--- config.mk ---
export PLATFORM = sky130hd
export DESIGN_NAME = spi_cmd_ctrl
export DESIGN_NICKNAME = d
export VERILOG_FILES = /design/src/rtl/spi_cmd_ctrl.sv
export SDC_FILE = /design/constraint.sdc
export NUM_CORES = 1
export LEC_CHECK = 0
export ABC_CLOCK_PERIOD_IN_PS = 8119
export CAP_MARGIN = 25
export CELL_PAD_IN_SITES_DETAIL_PLACEMENT = 2
export CELL_PAD_IN_SITES_GLOBAL_PLACEMENT = 2
export CORE_UTILIZATION = 44
export CTS_BUF_LIST = sky130_fd_sc_hd__clkbuf_16
export CTS_CLUSTER_SIZE = 8
export DETAILED_ROUTE_END_ITERATION = 6
export PLACE_DENSITY = 0.92
export REMOVE_ABC_BUFFERS = 1
export SETUP_SLACK_MARGIN = 0.3
export SLEW_MARGIN = 10
export SYNTH_ARGS = -nofsm -noshare
export SYNTH_HDL_FRONTEND = slang
export SYNTH_SLANG_ARGS = --single-unit
--- constraint.sdc ---
create_clock -name clk -period 8.12 [get_ports clk]
set_clock_uncertainty 0.15 [all_clocks]
set_input_delay 1.218 -clock clk [delete_from_list [all_inputs] [get_ports clk]]
set_output_delay 1.218 -clock clk [all_outputs]
set_load 0.005 [all_outputs]
--- src/rtl/spi_cmd_ctrl.sv ---
// SPI frame command controller: synchronises cs, queues 3-byte frames in a FIFO
// and executes them as tile writes, buffer fills or state/score register updates.
module spi_cmd_ctrl #(
  parameter int ADDR_W     = 10,
  parameter int DATA_W     = 8,
  parameter int MEM_DEPTH  = 1024,
  parameter int STATE_W    = 16,
  parameter int SCORE_W    = 10,
  parameter int FIFO_DEPTH = 4
) (
  input  logic               clk,
  input  logic               reset,
  input  logic               cs,
  input  logic [7:0]         command,
  input  logic [7:0]         databyte1,
  input  logic [7:0]         databyte2,
  output logic               we,
  output logic [ADDR_W-1:0]  waddr,
  output logic [DATA_W-1:0]  wdata,
  output logic [STATE_W-1:0] state,
  output logic [SCORE_W-1:0] score,
  output logic               busy,
  output logic               overflow
);

  localparam int PTR_W = (FIFO_DEPTH > 1) ? $clog2(FIFO_DEPTH) : 1;
  localparam logic [ADDR_W-1:0] FILL_LAST = ADDR_W'(MEM_DEPTH - 1);
  localparam logic [PTR_W:0]    FIFO_FULL = (PTR_W + 1)'(FIFO_DEPTH);

  localparam logic [3:0] OP_WRITE     = 4'h1;
  localparam logic [3:0] OP_FILL      = 4'h2;
  localparam logic [3:0] OP_SET_STATE = 4'h3;
  localparam logic [3:0] OP_SET_SCORE = 4'h4;

  typedef enum logic [1:0] {ST_IDLE, ST_EXEC, ST_FILL} fsm_t;

  logic              r_cs_s1, r_cs_s2, r_cs_s3;
  logic              w_frame_end;
  logic [23:0]       r_fifo_mem [FIFO_DEPTH];
  logic [PTR_W-1:0]  r_wr_ptr, r_rd_ptr;
  logic [PTR_W:0]    r_count;
  logic              w_push, w_pop;
  logic [7:0]        r_cmd, r_db1, r_db2;
  logic [3:0]        w_opcode;
  logic [15:0]       w_word;
  fsm_t              r_fsm, w_fsm_next;
  logic [ADDR_W-1:0] r_fill_cnt;
  logic              r_we, r_busy, r_overflow;
  logic [ADDR_W-1:0] r_waddr;
  logic [DATA_W-1:0] r_wdata;
  logic [STATE_W-1:0] r_state;
  logic [SCORE_W-1:0] r_score;

  // Idle level of cs is high, so the synchroniser resets to 1 to avoid a phantom frame.
  always_ff @(posedge clk or posedge reset) begin
    if (reset) begin
      r_cs_s1 <= 1'b1;
      r_cs_s2 <= 1'b1;
      r_cs_s3 <= 1'b1;
    end else begin
      r_cs_s1 <= cs;
      r_cs_s2 <= r_cs_s1;
      r_cs_s3 <= r_cs_s2;
    end
  end

  assign w_frame_end = r_cs_s2 & ~r_cs_s3;
  assign w_pop       = (r_fsm == ST_IDLE) && (r_count != '0);
  assign w_push      = w_frame_end && ((r_count < FIFO_FULL) || w_pop);

  always_ff @(posedge clk) begin
    if (w_push) r_fifo_mem[r_wr_ptr] <= {command, databyte1, databyte2};
  end

  always_ff @(posedge clk or posedge reset) begin
    if (reset) begin
      r_wr_ptr <= '0;
      r_rd_ptr <= '0;
      r_count  <= '0;
      r_cmd    <= '0;
      r_db1    <= '0;
      r_db2    <= '0;
    end else begin
      if (w_push) r_wr_ptr <= r_wr_ptr + 1'b1;
      if (w_pop) begin
        r_rd_ptr <= r_rd_ptr + 1'b1;
        {r_cmd, r_db1, r_db2} <= r_fifo_mem[r_rd_ptr];
      end
      case ({w_push, w_pop})
        2'b10:   r_count <= r_count + 1'b1;
        2'b01:   r_count <= r_count - 1'b1;
        default: r_count <= r_count;
      endcase
    end
  end

  assign w_opcode = r_cmd[7:4];
  assign w_word   = {r_db1, r_db2};

  always_ff @(posedge clk or posedge reset) begin
    if (reset) r_fsm <= ST_IDLE;
    else       r_fsm <= w_fsm_next;
  end

  always_comb begin
    w_fsm_next = r_fsm;
    case (r_fsm)
      ST_IDLE: if (r_count != '0) w_fsm_next = ST_EXEC;
      ST_EXEC: w_fsm_next = (w_opcode == OP_FILL) ? ST_FILL : ST_IDLE;
      ST_FILL: if (r_fill_cnt == FILL_LAST) w_fsm_next = ST_IDLE;
      default: w_fsm_next = ST_IDLE;
    endcase
  end

  always_ff @(posedge clk or posedge reset) begin
    if (reset) begin
      r_we       <= 1'b0;
      r_waddr    <= '0;
      r_wdata    <= '0;
      r_state    <= '0;
      r_score    <= '0;
      r_busy     <= 1'b0;
      r_overflow <= 1'b0;
      r_fill_cnt <= '0;
    end else begin
      r_we <= 1'b0;
      case (r_fsm)
        ST_EXEC: begin
          case (w_opcode)
            OP_WRITE: begin
              r_we    <= 1'b1;
              r_waddr <= {r_cmd[ADDR_W-9:0], r_db1};
              r_wdata <= r_db2[DATA_W-1:0];
            end
            OP_FILL:      r_fill_cnt <= '0;
            OP_SET_STATE: r_state    <= w_word[STATE_W-1:0];
            OP_SET_SCORE: r_score    <= w_word[SCORE_W-1:0];
            default: ;
          endcase
        end
        ST_FILL: begin
          r_we       <= 1'b1;
          r_waddr    <= r_fill_cnt;
          r_wdata    <= r_db2[DATA_W-1:0];
          r_fill_cnt <= r_fill_cnt + 1'b1;
        end
        default: ;
      endcase
      r_busy <= (r_count != '0) || (r_fsm != ST_IDLE);
      if (w_frame_end && !w_push) r_overflow <= 1'b1;
    end
  end

  assign we       = r_we;
  assign waddr    = r_waddr;
  assign wdata    = r_wdata;
  assign state    = r_state;
  assign score    = r_score;
  assign busy     = r_busy;
  assign overflow = r_overflow;

endmodule

==> flow_metrics.py <==
metrics = {
    "power_and_ir_drop": {
        "ir_drop_mv": 0.1695,
        "clock_power_share_pct": 24.0,
        "p_seq_share_pct": 43.5,
        "total_power_mw": 3.175,
        "p_leak_nw": 3.335,
        "netSwitchingPower_mw": 1.066,
        "internal-power_mw": 2.109,
        "power-per-cell-area_nw_per_um2": 370.7,
        "comb_power_share_pct": 32.5,
        "p_sw_share_pct": 33.57,
    },
    "timing": {
        "fin_hold_ws_ns": 0.2168,
        "period_needed_ns": 2.961,
        "hold_viol_final": 0,
        "fmax_ghz": 0.3377,
        "slew_violations": 0,
        "tightestPinTransition_ns": 0.9050,
        "fin_crit_sh_pct": 36.46,
        "slew_headroom_pct": 39.67,
        "fin_tns_setup_ns": 0,
        "setup_viol": 0,
        "rsz0062_at_grt": "false",
    },
    "global_route": {
        "grt_pass1_wl_um": 29740,
        "grt_max_degree": 67,
        "globalRoute.totalOverflow": 0,
        "antenna_found_initial": 0,
        "grt_pass1_vias": 4881,
        "grtUsageTotal_pct": 25.30,
    },
    "die": {
        "rows": 45,
        "die_h_um": 128.1,
        "core_um2": 15370,
        "die_area_um2": 16410,
        "die_x_um": 128.1,
        "top_level_ports": 74,
        "initial_core_util_pct": 45.51,
    },
    "worst_setup_path": {
        "r2r_setup_slack_ns": 5.16,
        "crit_type": "reg2reg",
        "cp-startpoint": "r_fsm[1]",
        "critPathMaxFanout": 12,
        "cp.arrival_ns": 2.95,
        "endpoint_kind": "register",
        "rr_startpoint": "r_fsm[1]",
        "cp_data_required_time_ns": 8.11,
        "startpoint_type": "register",
    },
    "placement": {
        "gp_congestion": 0.7633,
        "place_hpwl_um": 12450,
        "port_buffers": 71,
        "dp.cells": 728,
    },
    "final_layout": {
        "area_growth_pct": 22.43,
        "fillers": 1352,
        "drive_above_1_share_pct": 19.13,
        "instances_no_fill": 760,
        "final_util_pct": 55.72,
        "diodes": 0,
        "final_nets": 573,
    },
    "yosys": {
        "synth.avg_cell_area_um2": 15.44,
        "ys_types": 39,
        "synth_cells": 453,
        "synth_area_um2": 6995,
        "synth_top_cell_by_area": "edfxtp_1",
        "yosysWarnings": 0,
        "synthFlopType": "edfxtp_1",
        "synth_top_area_share_pct": 37.77,
        "ys_ff_latch": 179,
        "synthTopCellsByCount": "dfrtp_1 (88), edfxtp_1 (88), nand2_1 (86)",
        "async_reset_ff_share_pct": 50.84,
        "synth_enable_flop_cells": 88,
        "synth_area_leaders": "edfxtp_1 (38%), dfrtp_1 (31%), mux4_2 (7.1%)",
        "yosysSeqAreaShare_pct": 70.38,
    },
    "min_path": {
        "hold_class": "reg2reg",
        "hold_start": "r_cs_s1",
    },
    "cts": {
        "cts_setup_buffers": 0,
        "cts_made_buffers": 17,
        "cts_resized": 0,
        "clkSlewWorstSetupHoldPaths_ns": 0.06,
        "root_buffer": "clkbuf_16",
        "cts_tree": "done",
        "htreeDepth": 4,
        "cts_sinks": 179,
        "ctsHoldBuffers": 0,
        "clk_latency_ns": 0.44,
        "cts.path.max_buffers": 2,
    },
    "run_status": {
        "outcome": "finished clean",
    },
    "detailed_routing": {
        "drt-initial-drc-count": 239,
        "wl_per_cell_um": 24.54,
        "routed_wl_um": 18650,
        "ant_nets": 0,
        "dr.pass1.iters": 4,
        "viasPerCell": 5.414,
        "vias": 4115,
        "drt_drc_violations_left": 0,
    },
    "job": {
        "drv_cap": 0,
    },
}
-- kinds of logic (layout without fill, tap and decap cells) --
group | after synthesis | in the layout | share of synthesized area (%)
buffers and inverters | 33 | 129 | 1.896
muxes | 68 | 68 | 14.29
adders and majority gates | 10 | 10 | 1.896
DFF | 179 | 179 | 70.38
AOI/OAI and AO/OA | 34 | 34 | 2.951
and+or+nand+nor | 123 | 123 | 7.834
xor gates and xnor gates | 6 | 6 | 0.7512
-- stage by stage --
| step | area, um2 | worst slack, ns |
|---|---|---|
| floorplan | 6919 | 4.393 |
| global placement | 7940 | 5.127 |
| detailed placement | 8028 | 5.135 |
| CTS | 8564 | 5.100 |
| global route | 8564 | 4.868 |
| finish | 8564 | 5.159 |
-- worst max-delay path: stages (launching register included) --
cell and delay [ns]:
dfrtp_1 0.40, inv_1 0.13, ha_1 0.24, nor2b_1 0.09
nor3b_1 0.69, and2_1 0.71, buf_8 0.25
-- cells in the final DEF (no fill, tap or decap), drive strengths merged --
cell type / instances
and4: 1
clkbuf: 18
nand2: 86
edfxtp: 88
nor2: 4
or4: 1
o31ai: 1
nand3b: 1
dfstp: 3
o21a: 2
a22o: 1
xor2: 2
mux4: 22
nor2b: 1
o41ai: 1
a2111o: 1
or3: 7
nor4: 2
o31a: 3
nand3: 5
ha: 9
dfrtp: 88
clkinv: 11
mux2: 35
buf: 11
o21ai: 18
xnor2: 4
nand2b: 5
clkinvlp: 2
nor3: 2
nor3b: 1
a31o: 1
and2: 4
mux2i: 11
inv: 16
nand4: 3
a21oi: 6
fa: 1
clkdlybuf4s50: 71
-- per-layer routing --
layer	wire, um	up-vias	GRT usage (%)
met5	0	-	0
met3	522	29	4.257
met1	7764	2191	31.20
li1	-	1801	-
met2	10010	94	44.47
met4	358	0	10.03
-- area by class of cell --
class	instances	area (um2)	area share, %
well taps	211	264.0	3.083
multi-input cells	241	1939	22.64
repair buffers	82	843.3	9.847
clock inverters	14	86.33	1.008
flip-flops and latches	179	4923	57.49
inverters	15	57.56	0.6720
clock buffers	18	450.4	5.259
-- power groups by stage --
stage / clock network, mW / registers, mW / logic (mW)
2_1_floorplan: 0 / 1.35 / 0.511
3_3_place_gp: 0 / 1.36 / 0.897
3_5_place_dp: 0 / 1.39 / 1.02
4_1_cts: 0.776 / 1.38 / 1.06
5_1_grt: 0.803 / 1.41 / 1.13
6_report: 0.762 / 1.38 / 1.03
-- final timing paths --
kind / to / cells past startpoint
worst max-delay path: r_fifo_mem[1][2] / 6
min in group asynchronous: score[3] / 2
max in group asynchronous: r_db1[7] / 3
worst max register to register: r_fifo_mem[1][2] / 6
worst min register to register: r_cs_s2 / 0
worst min-delay path: r_cs_s2 / 0
-- registers in the layout, indices dropped and copies added (netlist names), 3 cells and up --
register and cells:
r_cmd 6, r_count 3, r_db1 8, r_db2 8
r_fifo_mem 88, r_fill_cnt 10, score 10, state 16
waddr 10, wdata 8
Power figures use the tool's default switching activity.
